`src/rtl/pixel_stream_reader.sv`:
```
// pixel_stream_reader
//
// Read side of the drawing-canvas flip-flop array. When a start request
// arrives it takes a snapshot of the WIDTH x HEIGHT binary canvas. It then
// streams that snapshot one pixel per transfer, in raster order, over a
// valid/ready handshake. The snapshot keeps the recognition datapath
// isolated from canvas edits that the drawing logic makes mid-stream.
//
// Ports
//   Clock      single clock, rising edge
//   Clr_n      synchronous active-low reset
//   Frame      canvas bits, bit r*WIDTH+c is pixel (r,c)
//   Start      start request, honoured only while idle
//   Abort      cancel the stream in progress (no Done pulse)
//   Pix_Ready  consumer accepts the current pixel
//   Pix_Valid  pixel outputs are valid
//   Pix_Data   pixel value
//   Pix_Row    row of the current pixel
//   Pix_Col    column of the current pixel
//   Pix_Last   current pixel is the final one of the frame
//   Busy       block is not idle
//   Done       one-cycle pulse after the last transfer
//
// All outputs come straight from flops.

module pixel_stream_reader #(
  parameter int WIDTH  = 28,
  parameter int HEIGHT = 28,
  localparam int ROW_W = $clog2(HEIGHT),
  localparam int COL_W = $clog2(WIDTH)
) (
  input  logic                      Clock,
  input  logic                      Clr_n,
  input  logic [WIDTH*HEIGHT-1:0]   Frame,
  input  logic                      Start,
  input  logic                      Abort,
  input  logic                      Pix_Ready,
  output logic                      Pix_Valid,
  output logic                      Pix_Data,
  output logic [ROW_W-1:0]          Pix_Row,
  output logic [COL_W-1:0]          Pix_Col,
  output logic                      Pix_Last,
  output logic                      Busy,
  output logic                      Done
);

  localparam int NUM_PIX = WIDTH * HEIGHT;

  localparam logic [1:0] S_IDLE   = 2'd0;
  localparam logic [1:0] S_STREAM = 2'd1;
  localparam logic [1:0] S_DONE   = 2'd2;

  localparam logic [COL_W-1:0] COL_MAX    = COL_W'(WIDTH - 1);
  localparam logic [COL_W-1:0] COL_PENULT = COL_W'(WIDTH - 2);
  localparam logic [ROW_W-1:0] ROW_MAX    = ROW_W'(HEIGHT - 1);

  logic [1:0]         state;
  // Pixels not yet presented. Bit 0 is always the next pixel in raster
  // order, so advancing is a plain shift. Pix_Data holds the pixel that is
  // currently on the bus. Pixel (0,0) goes straight into Pix_Data at start.
  logic [NUM_PIX-2:0] pending;
  logic               transfer;

  assign transfer = Pix_Valid & Pix_Ready;

  // Controller and output registers. Pix_Last is precomputed one transfer
  // ahead, so it can be registered like the other outputs. It rises when
  // the pixel before the final one is accepted.
  always_ff @(posedge Clock) begin
    if (!Clr_n) begin
      state     <= S_IDLE;
      pending   <= '0;
      Pix_Valid <= 1'b0;
      Pix_Data  <= 1'b0;
      Pix_Row   <= '0;
      Pix_Col   <= '0;
      Pix_Last  <= 1'b0;
      Busy      <= 1'b0;
      Done      <= 1'b0;
    end else begin
      case (state)
        S_IDLE: begin
          Done <= 1'b0;
          if (Start) begin
            state     <= S_STREAM;
            pending   <= Frame[NUM_PIX-1:1];
            Pix_Data  <= Frame[0];
            Pix_Row   <= '0;
            Pix_Col   <= '0;
            Pix_Last  <= 1'b0;
            Pix_Valid <= 1'b1;
            Busy      <= 1'b1;
          end
        end

        S_STREAM: begin
          if (Abort) begin
            state     <= S_IDLE;
            Pix_Valid <= 1'b0;
            Pix_Data  <= 1'b0;
            Pix_Row   <= '0;
            Pix_Col   <= '0;
            Pix_Last  <= 1'b0;
            Busy      <= 1'b0;
            Done      <= 1'b0;
          end else if (transfer) begin
            if (Pix_Last) begin
              state     <= S_DONE;
              Pix_Valid <= 1'b0;
              Pix_Data  <= 1'b0;
              Pix_Row   <= '0;
              Pix_Col   <= '0;
              Pix_Last  <= 1'b0;
              Done      <= 1'b1;
            end else begin
              Pix_Data <= pending[0];
              pending  <= pending >> 1;
              if (Pix_Col == COL_MAX) begin
                Pix_Col <= '0;
                Pix_Row <= Pix_Row + 1'b1;
              end else begin
                Pix_Col <= Pix_Col + 1'b1;
              end
              Pix_Last <= (Pix_Row == ROW_MAX) && (Pix_Col == COL_PENULT);
            end
          end
        end

        S_DONE: begin
          // Abort here lands in the same place, so it needs no separate path.
          state <= S_IDLE;
          Busy  <= 1'b0;
          Done  <= 1'b0;
        end

        default: begin
          state     <= S_IDLE;
          Pix_Valid <= 1'b0;
          Pix_Data  <= 1'b0;
          Pix_Row   <= '0;
          Pix_Col   <= '0;
          Pix_Last  <= 1'b0;
          Busy      <= 1'b0;
          Done      <= 1'b0;
        end
      endcase
    end
  end

endmodule

```
`config.mk`:
```
export PLATFORM = sky130hd
export DESIGN_NAME = pixel_stream_reader
export DESIGN_NICKNAME = d
export VERILOG_FILES = /design/src/rtl/pixel_stream_reader.sv
export SDC_FILE = /design/constraint.sdc
export NUM_CORES = 2
export LEC_CHECK = 0
export ABC_AREA = 1
export BUFFER_PORTS_ARGS = -buffer_cell sky130_fd_sc_hd__buf_2
export CORE_ASPECT_RATIO = 0.8
export CORE_MARGIN = 5
export CORE_UTILIZATION = 25
export DETAILED_ROUTE_END_ITERATION = 10
export PLACE_DENSITY = 0.53
export SYNTH_ARGS = -nofsm -noshare
export SYNTH_HDL_FRONTEND = slang
export SYNTH_SLANG_ARGS = --single-unit
```
`constraint.sdc`:
```
create_clock -name Clock -period 1.6 [get_ports Clock]
set_input_delay 0.32 -clock Clock [delete_from_list [all_inputs] [get_ports Clock]]
set_output_delay 0.32 -clock Clock [all_outputs]
set_load 0.005 [all_outputs]
```
# Yosys cells after proc, flatten, opt, wreduce, memory -nomap -nowiden
# Index checks and enable logic that the tools add are counted.
# word_totals
inputBits	789
n_memories	0
regBits	800
out_inout_bits	15
romBits	0
ram_bits	0
wordCells	77
latch_bits	0
# op_classes
bitwise_logic	4
reduce_logical	11
addsub	2
muxes	38
magnitude_cmp	0
n_eq_ne	13
n_shift	0
n_div	0
mul	0
# ops
cell	n
$mux W783	4
$pmux W783 S2	1
$mux W5	9
$pmux W5 S3	2
$eq A5 B5 Y1 const B	3
$mux W1	13
$add A5 B1 Y5 const B	2
$ne A2 B2 Y1 const B	5
$pmux W1 S3	3
$mux W2	4
$reduce_and A4 Y1	2
$ne A3 B3 Y1 const B	2
$reduce_and A3 Y1	2
$reduce_and A5 Y1	1
$ne A4 B4 Y1 const B	1
$pmux W2 S2	1
$reduce_and A2 Y1	2
$not A1 Y1	3
$reduce_or A3 Y1	1
$eq A2 B1 Y1 const B	1
$eq A2 B2 Y1 const B	1
$logic_not A2 Y1	1
$pmux W1 S2	1
$reduce_bool A2 Y1	1
2 further kinds	2

# Depth between registers and ports, before layout
# logic_depth
depth_word	6
ltp_mapped	10
depth_no_buf	8

# Worst setup path before layout
# No wires, ideal clock.
# synth_timing
kind	register to register
start	reg Pix_Last
end	reg pending[715]
path_stages_with_launch	9
period_less_slack_ns	1.419
slack_ns	0.181
setup_time_ns	0.116
n_path_buf	3
required_time_ns	1.484
t_arrival_ns	1.303
path_cell_list	dfxtp_1 nor2_2 nand2_1 a21o_1 buf_4 buf_4 buf_2 nor2_1 nor2_1
# synth_via
elab_chain_cells	2
# synth_rtl
element	line	source
from (decl)	42	output logic Pix_Last,
from (signal assigned)	124	Pix_Last <= (Pix_Row == ROW_MAX) && (Pix_Col == COL_PENULT);
$ne A2 B2 Y1 (no line)	-	
$reduce_and A5 Y1 (no line)	-	
to (signal assigned)	86	pending <= Frame[NUM_PIX-1:1];
to (signal assigned)	117	pending <= pending >> 1;
to (decl)	61	logic [NUM_PIX-2:0] pending;
# Every way passes these cells.
# A chain may end at the register's enable or synchronous reset.

# Final worst setup path
# layout_timing
start	reg state[0]
end	reg pending[318]
# layout_via
elab_chain_cells	3
word_cells_on_any_way	9
cone_classes	eq/ne (5); mux (1); reduce/logical (3)
# layout_rtl
element	line	source
from (decl)	57	logic [1:0] state;
from (signal assigned)	71	state <= S_IDLE;
from (signal assigned)	85	state <= S_STREAM;
from (signal assigned)	98	state <= S_IDLE;
$eq A2 B1 Y1 or $logic_not A2 Y1 (tied branches)	81	case (state)
$ne A2 B2 Y1 (no line) or $reduce_bool A2 Y1 (tied branches)	-	
$reduce_and A5 Y1 (no line)	-	
# Parallel ways exist; a longest one is shown, timed or not.

==> results.yml <==
timing:
  hold_violations: 0
  fin_skew_ps: 27.5
  period_needed_ps: 1640
  fmax_ghz: 0.609
  fin_crit_sh_pct: 103
  setup_slack_ps: -42.1
  relSlewSlack_pct: 76.4
  setup_violations: 55
  maxSlewViolCount: 0
  rsz0062_at_grt: "true"
  tightest_slew_ps: 355
logic_synthesis:
  synth_edf_count: 0
  synth_cell_types: 22
  syn_area_per_cell_sq_um: 6.18
  synth_most_common_cell: "nand2_1"
  netlist_area_sq_um: 37500
  yosys_warnings: 0
  yosysTopAreaCell: "dfxtp_1"
  synth_top_cell_area_share_pct: 42.7
  seq_area_frac_synth_pct: 42.7
  yosys-top-cells-area: "dfxtp_1, nand2_1, nor2_1"
  synth_commonest_cells: "nand2_1, nor2_1, dfxtp_1, o21ai_0, buf_2"
  synth-seq-cells: 800
  ys.flop_type: "dfxtp_1"
  async_flop_share_pct: 0
  synth_cells: 6063
  synth_nets: 6855
global_route:
  overflow: 0
  antenna_found_initial: 7
  grt_pass1_vias: 42182
  grt_pass1_wl_um: 233000
  grt_usage_pct: 18.2
  grt_start_max_net_pins: 68
clock_tree:
  cts_tree: "done"
  htree_levels: 3
  clock_latency_ps: 680
  cts-root-buf: "clkbuf_16"
  cts.sinks: 800
  cts_buffers: 91
  clk_pin_slew_ps: 60
  clockBufferDepth: 3
cells_and_area:
  area_growth_syn_to_layout_pct: 51.1
  fin_cells: 9625
  drive_gt1_share_pct: 16.9
  final_util_pct: 37.9
  fin_area_sq_um: 56700
  nNetsFinal: 8336
setup_path:
  path_class: "flip-flop to flip-flop"
  crit_required_ps: 2190
  cp_max_fo: 19
  critPathLaunchType: "flip-flop"
  r2r_cells: 7
  arrival_ps: 2230
  crit_path_end_kind: "flip-flop"
power:
  p_sw_w: 0.0187
  p_leak_nw: 27.9
  p_comb_share_pct: 25.7
  power_frac_seq_pct: 39.5
  switching_share_pct: 30.9
  p_per_area_nw_per_um2: 1070
  peakVddDrop_uv: 673
  power_frac_clock_pct: 34.8
  p_int_w: 0.0418
floorplanning:
  die_w_um: 443
  io_pins: 804
  die_area_sq_um: 158000
  rows: 127
  initial_utilization_pct: 25.1
  core_area_sq_um: 150000
  die_h_um: 356
run_status:
  failed_checks: "negative setup slack"
  outcome: "finished with violations"
worst_hold_path:
  min_path_type: "input port to flip-flop"
  whs_path_depth: 5
detailed_routing:
  wirelength_um: 153000
  routedWlPerCell_um: 15.9
  route.vias.total: 43023
  drt_first_iter_violations: 3172
  drt.antenna.violating_nets: 0
  firstDrtPassIters: 6
  viasPerCell: 4.47
  route.detailed.drc: 0
place:
  placed_cell_area_sq_um: 44800
  io_buffers: 803
  dp_slack_ps: -241
  dp_cells: 8675
  gp_congestion: 0.845
  hpwlAfterDp_um: 96400
job:
  drv_cap: 0
[routing by layer]
| layer | part of all wire (%) | wire length [um] | global-route usage (%) | vias up |
|---|---|---|---|---|
| met5 | 0 | 0 | 0 | - |
| met4 | 4.6 | 6980 | 8.30 | 0 |
| met3 | 5.1 | 7810 | 3.49 | 374 |
| li1 | - | - | - | 21762 |
| met1 | 44 | 67300 | 22.9 | 19552 |
| met2 | 46 | 71000 | 30.1 | 1335 |
[worst max-delay path, stage by stage (launching register included)]
cell and delay [ps]:
dfxtp_4 380, buf_6 130, a21oi_4 180, buf_6 190, clkbuf_16 240, clkbuf_16 220, o21ai_0 100, nor2_1 100
[placed cells by master, fill, tap and decap left out, types with 4 or more instances in the layout]
master and n:
dfxtp_1 787, clkbuf_1 29, buf_12 72, bufinv_16 5, nor2_2 4, o21ai_0 617
buf_4 157, clkbuf_16 114, diode_2 9, dlygate4sd3_1 712, a21oi_1 11, o21ai_1 173
buf_8 5, clkinv_2 16, nand2_1 2379, nand2_2 12, bufbuf_16 8, buf_2 791
nor2_1 1579, nand3_1 12, clkbuf_8 15, buf_6 21, inv_1 17, buf_16 38
dfxtp_2 10
[power groups by stage]
stage	Sequential (W)	Clock (W)	Combinational, W
floorplan	0.0239	0	0.00800
global placement	0.0242	0	0.0125
detailed placement	0.0242	0	0.0126
CTS	0.0238	0.0217	0.0149
global route	0.0241	0.0225	0.0173
finish	0.0239	0.0210	0.0155
[worst paths after layout]
check	from	endpoint	slack (ps)
setup / recovery	state[0]	pending[318]	-40
hold reg to reg	Done	Done	470
setup reg to reg	state[0]	pending[318]	-40
hold / removal	Frame[699]	pending[698]	60
[state kept, by name, indices dropped and copies added, names as in the netlist]
signal     count
Pix_Row        5
Busy           1
Done           1
Pix_Col        5
Pix_Valid      1
state          2
pending      783
Pix_Data       1
Pix_Last       1
[area by class of cell]
| cell class | instances | area [sq um] |
|---|---|---|
| fill | 15480 | 92900 |
| inverter | 20 | 77.6 |
| sequential | 800 | 16000 |
| clock buffer | 137 | 2640 |
| multi-input combinational | 4806 | 19200 |
| timing repair buffer | 1825 | 15800 |
| tap | 1999 | 2500 |
| antenna | 9 | 22.5 |
| clock inverter | 29 | 299 |
[metrics by stage]
stage          hold WS, ps  total power (W)  TNS, ps
2_1_floorplan          444           0.0319        0
3_3_place_gp           446           0.0366   -99340
3_5_place_dp           452           0.0368  -111380
4_1_cts              0.253           0.0604    -1450
5_1_grt               17.1           0.0640   -43100
6_report              58.3           0.0604     -542
[kinds of logic after synthesis]
logic type | count (synthesis) | synth area share (%)
compound gates | 805 | 10.8
simple gates | 3998 | 40.1
flops | 800 | 42.7
fa+ha+maj | 3 | 0.100
buf+inv | 457 | 6.26
[repair_timing]
action                                  CTS  global route
endpoints found under the hold margin   712             0
hold buffers                            712             0
setup buffers                            25             0
pin swaps                                 5            14
gates resized for setup                  88            51
endpoints found under the setup margin  750           768
gates cloned                             18            21
No activity file was read; power rests on OpenSTA's default activity.
